===== src/rtl/iterative_mul_div_unit.sv =====
// Multi-cycle multiply/divide unit owning the HI/LO registers: shift-add multiplier
// retiring MUL_STEP multiplier bits per cycle, restoring divider, sign fixup cycle.
module iterative_mul_div_unit #(
   parameter int WIDTH         = 32,
   parameter int MUL_STEP      = 1,
   parameter bit DIV_ZERO_KEEP = 1'b1
) (
   input  logic             clock,
   input  logic             reset,
   input  logic [WIDTH-1:0] operand1,
   input  logic [WIDTH-1:0] operand2,
   input  logic [2:0]       operation,
   input  logic             start,
   input  logic             cancel,
   output logic             busy,
   output logic             done,
   output logic [WIDTH-1:0] dataRead
);

   localparam logic [2:0] OP_READ_HI  = 3'd0;
   localparam logic [2:0] OP_READ_LO  = 3'd1;
   localparam logic [2:0] OP_WRITE_HI = 3'd2;
   localparam logic [2:0] OP_WRITE_LO = 3'd3;
   localparam logic [2:0] OP_SMUL     = 3'd4;
   localparam logic [2:0] OP_UMUL     = 3'd5;
   localparam logic [2:0] OP_SDIV     = 3'd6;
   localparam logic [2:0] OP_UDIV     = 3'd7;

   localparam int MUL_CYCLES = WIDTH / MUL_STEP;
   localparam int CNT_W      = $clog2(WIDTH + 1);
   localparam int PP_W       = WIDTH + MUL_STEP;

   localparam logic [CNT_W-1:0] MUL_LAST = CNT_W'(MUL_CYCLES - 1);
   localparam logic [CNT_W-1:0] DIV_LAST = CNT_W'(WIDTH - 1);
   localparam logic [CNT_W-1:0] CNT_ONE  = CNT_W'(1);

   typedef enum logic [1:0] {
      S_IDLE,
      S_MUL,
      S_DIV,
      S_FIXUP
   } state_t;

   state_t                 state_reg, state_next;
   logic [CNT_W-1:0]       cnt_reg, cnt_next;
   logic [2*WIDTH-1:0]     acc_reg, acc_next;
   logic [WIDTH-1:0]       op_a_reg, op_a_next;
   logic [WIDTH-1:0]       op_b_reg, op_b_next;
   logic                   sign_a_reg, sign_a_next;
   logic                   sign_b_reg, sign_b_next;
   logic                   is_div_reg, is_div_next;
   logic [WIDTH-1:0]       hi_reg, hi_next;
   logic [WIDTH-1:0]       lo_reg, lo_next;
   logic                   done_reg, done_next;

   // Operand magnitudes captured at start; unsigned ops force the sign bits to 0.
   logic                   op_signed;
   logic                   in_sign_a, in_sign_b;
   logic [WIDTH-1:0]       in_mag_a, in_mag_b;

   assign op_signed = (operation == OP_SMUL) || (operation == OP_SDIV);
   assign in_sign_a = op_signed & operand1[WIDTH-1];
   assign in_sign_b = op_signed & operand2[WIDTH-1];
   assign in_mag_a  = in_sign_a ? -operand1 : operand1;
   assign in_mag_b  = in_sign_b ? -operand2 : operand2;

   // Multiply step: acc holds {partial_high, remaining multiplier bits}.
   logic [PP_W-1:0]        pp_term [MUL_STEP];
   logic [PP_W-1:0]        pp_sum;
   logic [PP_W-1:0]        mul_upper;
   logic [2*WIDTH-1:0]     mul_acc_step;

   genvar gi;
   generate
      for (gi = 0; gi < MUL_STEP; gi++) begin : g_pp
         assign pp_term[gi] = acc_reg[gi] ? (PP_W'(op_a_reg) << gi) : '0;
      end
   endgenerate

   always_comb begin
      pp_sum = '0;
      for (int i = 0; i < MUL_STEP; i++) begin
         pp_sum = pp_sum + pp_term[i];
      end
   end

   assign mul_upper    = {{MUL_STEP{1'b0}}, acc_reg[2*WIDTH-1:WIDTH]} + pp_sum;
   assign mul_acc_step = {mul_upper, acc_reg[WIDTH-1:MUL_STEP]};

   // Restoring divide step: acc holds {partial_remainder, dividend/quotient}.
   logic [WIDTH:0]         div_shift;
   logic [WIDTH-1:0]       div_diff;
   logic                   div_ge;
   logic [2*WIDTH-1:0]     div_acc_step;

   assign div_shift    = {acc_reg[2*WIDTH-1:WIDTH], acc_reg[WIDTH-1]};
   assign div_ge       = div_shift >= {1'b0, op_b_reg};
   assign div_diff     = div_shift[WIDTH-1:0] - op_b_reg;
   assign div_acc_step = div_ge ? {div_diff, acc_reg[WIDTH-2:0], 1'b1}
                                : {div_shift[WIDTH-1:0], acc_reg[WIDTH-2:0], 1'b0};

   // Sign application for the FIXUP cycle.
   logic [2*WIDTH-1:0]     prod_fix;
   logic [WIDTH-1:0]       quo_fix;
   logic [WIDTH-1:0]       rem_fix;
   logic [WIDTH-1:0]       dividend_raw;
   logic                   signs_differ;

   assign signs_differ = sign_a_reg ^ sign_b_reg;
   assign prod_fix     = signs_differ ? -acc_reg : acc_reg;
   assign quo_fix      = signs_differ ? -acc_reg[WIDTH-1:0] : acc_reg[WIDTH-1:0];
   assign rem_fix      = sign_a_reg ? -acc_reg[2*WIDTH-1:WIDTH] : acc_reg[2*WIDTH-1:WIDTH];
   assign dividend_raw = sign_a_reg ? -op_a_reg : op_a_reg;

   always_ff @(posedge clock) begin
      if (reset) begin
         state_reg  <= S_IDLE;
         cnt_reg    <= '0;
         acc_reg    <= '0;
         op_a_reg   <= '0;
         op_b_reg   <= '0;
         sign_a_reg <= 1'b0;
         sign_b_reg <= 1'b0;
         is_div_reg <= 1'b0;
         hi_reg     <= '0;
         lo_reg     <= '0;
         done_reg   <= 1'b0;
      end else begin
         state_reg  <= state_next;
         cnt_reg    <= cnt_next;
         acc_reg    <= acc_next;
         op_a_reg   <= op_a_next;
         op_b_reg   <= op_b_next;
         sign_a_reg <= sign_a_next;
         sign_b_reg <= sign_b_next;
         is_div_reg <= is_div_next;
         hi_reg     <= hi_next;
         lo_reg     <= lo_next;
         done_reg   <= done_next;
      end
   end

   always_comb begin
      state_next  = state_reg;
      cnt_next    = cnt_reg;
      acc_next    = acc_reg;
      op_a_next   = op_a_reg;
      op_b_next   = op_b_reg;
      sign_a_next = sign_a_reg;
      sign_b_next = sign_b_reg;
      is_div_next = is_div_reg;
      hi_next     = hi_reg;
      lo_next     = lo_reg;
      done_next   = 1'b0;

      case (state_reg)
         S_IDLE: begin
            if (start && !cancel) begin
               case (operation)
                  OP_WRITE_HI: hi_next = operand1;
                  OP_WRITE_LO: lo_next = operand1;
                  OP_SMUL, OP_UMUL: begin
                     state_next  = S_MUL;
                     cnt_next    = MUL_LAST;
                     acc_next    = {{WIDTH{1'b0}}, in_mag_b};
                     op_a_next   = in_mag_a;
                     op_b_next   = in_mag_b;
                     sign_a_next = in_sign_a;
                     sign_b_next = in_sign_b;
                     is_div_next = 1'b0;
                  end
                  OP_SDIV, OP_UDIV: begin
                     state_next  = S_DIV;
                     cnt_next    = DIV_LAST;
                     acc_next    = {{WIDTH{1'b0}}, in_mag_a};
                     op_a_next   = in_mag_a;
                     op_b_next   = in_mag_b;
                     sign_a_next = in_sign_a;
                     sign_b_next = in_sign_b;
                     is_div_next = 1'b1;
                  end
                  default: ;
               endcase
            end
         end
         S_MUL: begin
            acc_next = mul_acc_step;
            if (cnt_reg == '0) state_next = S_FIXUP;
            else               cnt_next   = cnt_reg - CNT_ONE;
         end
         S_DIV: begin
            acc_next = div_acc_step;
            if (cnt_reg == '0) state_next = S_FIXUP;
            else               cnt_next   = cnt_reg - CNT_ONE;
         end
         S_FIXUP: begin
            state_next = S_IDLE;
            done_next  = 1'b1;
            if (!is_div_reg) begin
               {hi_next, lo_next} = prod_fix;
            end else if (op_b_reg == '0) begin
               // Divide by zero ran full length; only the non-keep mode writes.
               if (!DIV_ZERO_KEEP) begin
                  hi_next = dividend_raw;
                  lo_next = '1;
               end
            end else begin
               hi_next = rem_fix;
               lo_next = quo_fix;
            end
         end
         default: state_next = S_IDLE;
      endcase

      // Flush wins over everything in flight, including the FIXUP write.
      if (cancel && (state_reg != S_IDLE)) begin
         state_next = S_IDLE;
         cnt_next   = '0;
         done_next  = 1'b0;
         hi_next    = hi_reg;
         lo_next    = lo_reg;
      end
   end

   assign busy = (state_reg != S_IDLE);
   assign done = done_reg;

   always_comb begin
      dataRead = '0;
      if (operation == OP_READ_HI)      dataRead = hi_reg;
      else if (operation == OP_READ_LO) dataRead = lo_reg;
   end

endmodule


===== config.mk =====
export PLATFORM = sky130hd
export DESIGN_NAME = iterative_mul_div_unit
export DESIGN_NICKNAME = d
export VERILOG_FILES = /design/src/rtl/iterative_mul_div_unit.sv
export SDC_FILE = /design/constraint.sdc
export NUM_CORES = 1
export LEC_CHECK = 0
export ABC_AREA = 1
export BUFFER_PORTS_ARGS = -buffer_cell sky130_fd_sc_hd__buf_2
export CAP_MARGIN = 5
export CORE_ASPECT_RATIO = 1.2
export CORE_UTILIZATION = 45
export CTS_BUF_LIST = sky130_fd_sc_hd__clkbuf_16
export DETAILED_ROUTE_END_ITERATION = 12
export GPL_TIMING_DRIVEN = 0
export SYNTH_ARGS = -nofsm -noshare
export SYNTH_HDL_FRONTEND = slang
export SYNTH_SLANG_ARGS = --single-unit

===== constraint.sdc =====
create_clock -name clock -period 3.4 [get_ports clock]
set_input_delay 0.34 -clock clock [delete_from_list [all_inputs] [get_ports clock]]
set_output_delay 0.34 -clock clock [all_outputs]
set_load 0.05 [all_outputs]

Yosys cells after proc, flatten, opt, wreduce, memory -nomap -nowiden
Index checks and enable logic that the tools add are counted.

storage, ports and cells
  flip-flop bits (word level) = 204
  output and inout bits = 34
  word-level logic and storage cells = 99

cells by class
  add/sub/neg operators = 8
  order comparisons = 1
  eq/ne operators = 18
  multiplexer cells = 32
  bitwise logic cells = 4
  reduce and logical (&&, ||, !) cells = 25

operator list
  kind                                                    count
  two-way mux 32 bit                                      15
  two-way mux 64 bit                                      3
  one-hot mux 64 bit (3 select lines)                     1
  negation 32 bit                                         4
  one-hot mux 32 bit (2 select lines)                     2
  one-hot mux 64 bit (2 select lines)                     1
  negation 64 bit                                         1
  adder 32 x 32 -> 33 bit                                 1
  >= comparator 33 x 32 -> 1 bit                          1
  zero test 32 bit                                        1
  subtractor 32 bit                                       1
  two-way mux 6 bit                                       3
  == test 3 bit (second input constant)                   4
  one-hot mux 6 bit (2 select lines)                      1
  AND reduction 3 bit                                     4
  AND reduction 5 bit                                     2
  nonzero test 2 bit                                      4
  OR reduction 2 bit                                      4
  == test 3 x 2 -> 1 bit (second input constant)          2
  zero test 6 bit                                         1
  inequality test 2 x 1 -> 1 bit (second input constant)  3
  inequality test 2 bit (second input constant)           3
  one-hot mux 2 bit (3 select lines)                      1
  subtractor 6 x 1 -> 6 bit (second input constant)       1
  20 further kinds                                        24

Depth between registers and ports, before layout
Gate-level depths: netlist of run 1.

  depth in word-level cells = 7
  mapped depth = 21
  depth with buffers taken out = 19

Worst setup path after synthesis of run 1
Ideal clock, no wire load.

  path type = register to register
  start point = register acc_reg[0]
  end point = register acc_reg[53]
  setup time = 137 ps
  arrival time = 2398 ps
  required time = 3263 ps
  slack = 865 ps
  cell stages (with the launch flop) = 22
  buffers on the path = 2
  clock period less this slack = 2535 ps
  cell sequence = dfxtp_1 > buf_6 > clkbuf_1 > nand2_1 > inv_1 > ha_1 > inv_1 > fa_1 > inv_1 > nand3_1 > nand2_1 > nand2_1 > nand2_1 > nand2_1 > a21oi_1 > nand2_1 > nand2_1 > nand2_1 > nand3_1 > nand2_1 > nand2_1 > a21oi_1

on the way
  word-level cells in the longest chain between the ends = 3

RTL lines
  element                              RTL line  source
  start: declaration                   46        logic [2*WIDTH-1:0] acc_reg, acc_next;
  start signal: assignment             131       acc_reg <= acc_next;
  two-way mux 32 bit                   76        assign pp_term[gi] = acc_reg[gi] ? (PP_W'(op_a_reg) << gi) : '0;
  adder 32 x 32 -> 33 bit              87        assign mul_upper = {{MUL_STEP{1'b0}}, acc_reg[2*WIDTH-1:WIDTH]} + pp_sum;
  one-hot mux 64 bit (3 select lines)  156       case (state_reg)

Every way passes these cells.
A chain may end at the register's enable or synchronous reset.

Final worst setup path of run 1
  start point = register acc_reg[31]
  end point = register acc_reg[56]

on the way
  word-level cells in the longest chain between the ends = 3

RTL lines
  element                                                              RTL line  source
  subtractor 32 bit or >= comparator 33 x 32 -> 1 bit (tied branches)  98, 97
  two-way mux 64 bit *                                                 99        assign div_acc_step = div_ge ? {div_diff, acc_reg[WIDTH-2:0], 1'b1}
  one-hot mux 64 bit (3 select lines) *                                156

Every way passes the cells marked *; elsewhere a longest branch is shown, timed or not.

==> results.yml, run 1 <==
floorplanning:
  dieArea_um2: 44900
  die_width_um: 194
  die_h_um: 232
  pin_count: 105
  rows: 83
  core-area_um2: 43100
  start_util_pct: 46.0
yosys:
  yosys_warnings: 0
  synth.area.top_cells: "dfxtp_1 (21%), nand2_1 (19%), inv_1 (9.9%)"
  yosys.area_share.xor_xnor_pct: 2.74
  synth-simple-area-share_pct: 40.3
  synthesis.instances: 3516
  muxShareOfSynthArea_pct: 0
  synth_top_family_by_area: "simple AND/OR/NAND/NOR gates"
  synth-main-ff-cell: "dfxtp_1"
  synth_compound_area_share_pct: 17.9
  synth_top_area_cell: "dfxtp_1"
  synth_enable_flop_cells: 0
  synth_fp_nets: 3663
  ys_seq_area_share_pct: 20.6
  netlist_area_um2: 19800
  netlist.area_leader.share_pct: 20.6
  synth_cell_types: 55
  synth_area_per_cell_um2: 5.64
  async_reset_ff_share_pct: 0
  synthAdderAreaFrac_pct: 4.87
  synth_seq_cells: 204
detailed_routing:
  wl_per_cell_um: 23.6
  dr_total_vias: 25100
  drt-total-wl_mm: 99.6
  ant_nets: 0
  drt_iter0_drc: 2872
  routed_via_density: 5.94
  dr.pass1.iters: 6
  drcViolationCount: 0
setup_path:
  crit_type: "reg2reg"
  cpLargestDelayFamily: "simple AND/OR/NAND/NOR gates"
  crit_required_ns: 3.81
  startpoint_type: "register"
  cpMaxStageDelayCell: "dfxtp_1"
  arrival_ns: 3.75
  crit_chain: "inv_1 -> ha_1 -> fa_1 -> inv_1 -> nand3_1 -> nand3_1 -> nand2_1 -> nand3_1 -> nand2_1 -> nand3_1 -> nand2_1 -> nand2_1 -> nand2_1 -> nand3_1 -> nand2_1 -> nand2_1 -> a21oi_1"
  critical_path_buf_inv_count: 2
  end_kind: "register"
  crit_path_max_fanout: 7
  crit_top_cell: "nand2_1"
  slowest_delay_ns: 0.58
clock_tree:
  post_cts_buffers: 0
  cts.sinks: 204
  clock_path_buffers: 3
  cts_tree: "done"
  cts_root_buffer: "clkbuf_16"
  htree_levels: 1
  numCtsBuffers: 27
  clkTransAtPathRegs_ns: 0.07
  clk-insertion-delay-late_ns: 0.58
finish:
  fin_util_pct: 51.0
  diodes: 0
  layout-drive-gt1-share_pct: 7.94
  final_common_cell: "nand2_1"
  nNetsFinal: 3794
  largest_register_ffs: 64
  area_growth_pct: 10.9
  mostFrequentLayoutCells: "nand2_1 (990), inv_1 (527), nand3_1 (366), nor2_1 (323), a21oi_1 (241)"
timing:
  fmax_mhz: 300
  grt_setup_unrepaired: "false"
  post-route-period-util_pct: 98.1
  worstMarginPinSlew_ns: 0.877
  report.final.hold_viol_count: 0
  finalCriticalPeriod_ns: 3.33
  whs_ns: 0.0963
  setup_viol: 0
  worst_slew_margin_rel_pct: 41.5
  drv_slew: 0
  finClkSkew_ns: 0.0375
hold_path:
  hold_path.class: "in2reg"
status:
  status: "completed"
pwr:
  p_per_area_nw_per_um2: 643
  power_uw: 14100
  leakagePower_uw: 0.0113
  irDropWorstVdd_uv: 454
flow_run:
  drv_cap: 0
grt:
  grt_use_total_pct: 43.4
  grt_pass1_vias: 23300
  antenna_found_initial: 2
  grt_max_degree: 15
  grt_overflow: 0
  grt_pass1_wl_mm: 145
place:
  gp_congestion: 1.08
  hpwl_mm: 82.8
  portBuffers: 103
synthesized netlist by cell type (23+ instances only):
master / instances
inv_1: 524
dfxtp_1: 204
nor2_1: 323
o22ai_1: 42
nor3_1: 31
nand4_1: 47
ha_1: 74
o21bai_1: 23
nand3_1: 366
nand2_1: 990
clkbuf_1: 84
a21oi_1: 242
o211ai_1: 46
buf_2: 41
o21ai_0: 223
xor2_1: 43
where the power goes:
group | leakage (µW) | internal (µW) | switching, µW
logic | 0.00919 | 2130 | 5620
registers | 0.00166 | 2870 | 398
clock network | 0.000465 | 1850 | 1280
total | 0.0113 | 6850 | 7290
path summary, 6_finish.rpt:
kind | startpoint | to | slack, ns | cells after the start
hold / removal | operand2[0] | op_b_reg[0] | 0.1 | 3
hold reg to reg | lo_reg[5] | lo_reg[5] | 0.46 | 2
setup / recovery | acc_reg[31] | acc_reg[56] | 0.07 | 17
setup reg to reg | acc_reg[31] | acc_reg[56] | 0.07 | 17
through the flow:
stage / cell area [µm²] / setup TNS (ns) / std cells / setup WS, ns
5_1_grt: 22000 / 0 / 4219 / 0.0318
6_report: 22000 / 0 / 4219 / 0.0658
2_1_floorplan: 19800 / 0 / 3516 / 0.865
3_3_place_gp: 21000 / 0 / 4171 / 0.00413
3_5_place_dp: 21000 / -0.120 / 4171 / -0.0711
4_1_cts: 22000 / 0 / 4220 / 0.0544
final cells by class:
class	instances	area, µm²
fillers	4798	21100
flip-flops and latches	204	4080
plain buffers	139	674
clock inverters	22	274
inverters	540	2030
repair buffers	103	515
clock buffers	27	676
well taps	552	691
multi-input cells	2632	13000
worst min-delay path: stages:
cell     delay [ns]
buf_2          0.09
inv_1          0.07
a21oi_1        0.12
timing repair:
action / CTS / global route
gates resized for setup: 1 / 0
hold buffers: 0 / 0
hold endpoints to repair: 0 / 0
setup endpoints to repair: 2 / 10
routing by layer:
| layer | vias to the layer above | GRT usage (%) | routed length [µm] |
|---|---|---|---|
| met5 | - | 0 | 12 |
| met4 | 2 | 36.1 | 9320 |
| met3 | 395 | 6.77 | 9320 |
| met2 | 1472 | 69.7 | 43400 |
| met1 | 11500 | 51.3 | 37500 |
| li1 | 11700 | - | - |
cell families after synthesis:
| kind of cell | Yosys count |
|---|---|
| compound gates | 637 |
| xor+xnor | 62 |
| fa+ha+maj | 76 |
| buf+inv | 680 |
| flops | 204 |
| simple gates | 1857 |
Note: power is estimated with default switching activity, not from simulation.
==> inputs of run 2 (changes only) <==
Settings changed: HOLD_SLACK_MARGIN from default to 0.12.
==> run 2 against run 1 <==
Critical path depth is the same. Fmax grew 0.73%. Clock skew shrank 0.0042 ns. Flip-flop and latch count did not move. Critical path type unchanged. Sequential share of layout area hardly changed. First-iteration DRC count is 0.91% lower. Core utilization increased by 0.070 points. Clock power is essentially flat. Sequential power barely moved. Register-to-register slack gained 0.02 ns. Die area did not move. Combinational power barely moved. Largest power group unchanged.
==> results.yml, run 2 (synthesis results as in run 1) <==
status:
  status: "completed"
grt:
  grt_use_total_pct: 43.4
  busiest_layer: "met2"
  grt_use_met1_pct: 51.4
  grt_overflow: 0
  grtUsageMet2_pct: 69.8
  grt_pass1_wl_mm: 145
  grt_pass1_vias: 23300
  antenna_found_initial: 2
  grt_max_degree: 15
  gr-usage-met3_pct: 6.78
finish:
  mostFrequentLayoutCells: "nand2_1 (990), inv_1 (527), nand3_1 (366), nor2_1 (323), a21oi_1 (241)"
  final_common_cell: "nand2_1"
  area_growth_pct: 11.0
  fin_area_um2: 22000
  largest_register_ffs: 64
  layout-drive-gt1-share_pct: 7.93
  diodes: 0
  nNetsFinal: 3797
place:
  portBuffers: 103
  dpl-instance-area_um2: 21000
  gp_congestion: 1.08
  hpwl_mm: 82.8
  post-place-ws_ns: -0.0711
pwr:
  p_per_area_nw_per_um2: 642
  power_uw: 14100
  leakagePower_uw: 0.0113
  irDropWorstVdd_uv: 450
flow_run:
  drv_cap: 0
setup_path:
  crit_type: "reg2reg"
  arrival_ns: 3.72
  end_kind: "register"
  startpoint_type: "register"
  crit_required_ns: 3.81
  crit_path_max_fanout: 7
timing:
  report.final.hold_viol_count: 0
  worst_slew_margin_rel_pct: 38.1
  finClkSkew_ns: 0.0333
  worstMarginPinSlew_ns: 0.929
  drv_slew: 0
  finalCriticalPeriod_ns: 3.31
  setup_viol: 0
  fmax_mhz: 302
  grt_setup_unrepaired: "false"
  setup_tns_ns: 0
  final.setup.worst_slack_ns: 0.0901
  post-route-period-util_pct: 97.4
detailed_routing:
  drcViolationCount: 0
  ant_nets: 0
  drt_iter0_drc: 2846
  drt-total-wl_mm: 99.6
  dr_total_vias: 25000
  wl_per_cell_um: 23.6
  routed_via_density: 5.93
  dr.pass1.iters: 7
floorplanning:
  die_width_um: 194
  rows: 83
  start_util_pct: 46.0
  dieArea_um2: 44900
  die_h_um: 232
  pin_count: 105
  core-area_um2: 43100
clock_tree:
  cts_root_buffer: "clkbuf_16"
  clock_path_buffers: 3
  cts.sinks: 204
  numCtsBuffers: 27
  post_cts_buffers: 0
  htree_levels: 1
  clkTransAtPathRegs_ns: 0.07
  clk-insertion-delay-late_ns: 0.58
  cts_tree: "done"
hold_path:
  hold_path.class: "in2reg"
run 2: final timing paths:
kind / startpoint / slack, ns / cells past startpoint / to
worst max register to register: acc_reg[31] / 0.09 / 17 / acc_reg[56]
worst max-delay path: acc_reg[31] / 0.09 / 17 / acc_reg[56]
worst min register to register: lo_reg[5] / 0.46 / 2 / lo_reg[5]
worst min-delay path: operand2[31] / 0.13 / 3 / op_b_reg[31]
run 2: power by group:
| part | switching (µW) | leakage [µW] | internal [µW] |
|---|---|---|---|
| Clock | 1270 | 0.000465 | 1850 |
| Sequential | 396 | 0.00166 | 2870 |
| Combinational | 5620 | 0.00920 | 2130 |
run 2: repair_timing:
item                                    CTS  global route
endpoints found under the setup margin    2            10
gates resized for setup                   1             0
gates cloned                              0             0
endpoints found under the hold margin     3             0
hold buffers                              3             0
run 2: metal layers:
layer / up-vias / part of all wire [%]
met5: - / 0.012
met4: 2 / 9.6
met3: 408 / 9.2
met2: 1450 / 43
met1: 11600 / 38
li1: 11600 / -
run 2: through the flow:
step	utilization, %	cells	hold slack, ns
after floorplan	-	3516	0.430
after global placement	48.8	4171	0.446
after detailed placement	48.8	4171	0.447
after CTS	51.1	4223	0.126
after global routing	51.1	4222	0.151
final	51.1	4222	0.133
run 2: critical path, stage by stage, from the launching register on:
cell and delay [ns]:
dfxtp_1 0.58, inv_1 0.44, ha_1 0.38, fa_1 0.41
inv_1 0.10, nand3_1 0.07, nand3_1 0.15, nand2_1 0.08
nand3_1 0.19, nand2_1 0.11, nand3_1 0.09, nand2_1 0.05
nand2_1 0.07, nand2_1 0.12, nand3_1 0.10, nand2_1 0.07
nand2_1 0.07, a21oi_1 0.06
run 2: final cells by class:
cell class,count,area [µm²]
Buffer,139,674
Clock inverter,22,274
Sequential cell,204,4080
Tap cell,552,691
Clock buffer,27,676
Multi-Input combinational cell,2632,13000
Timing Repair Buffer,106,546
Fill cell,4795,21100
Inverter,540,2030
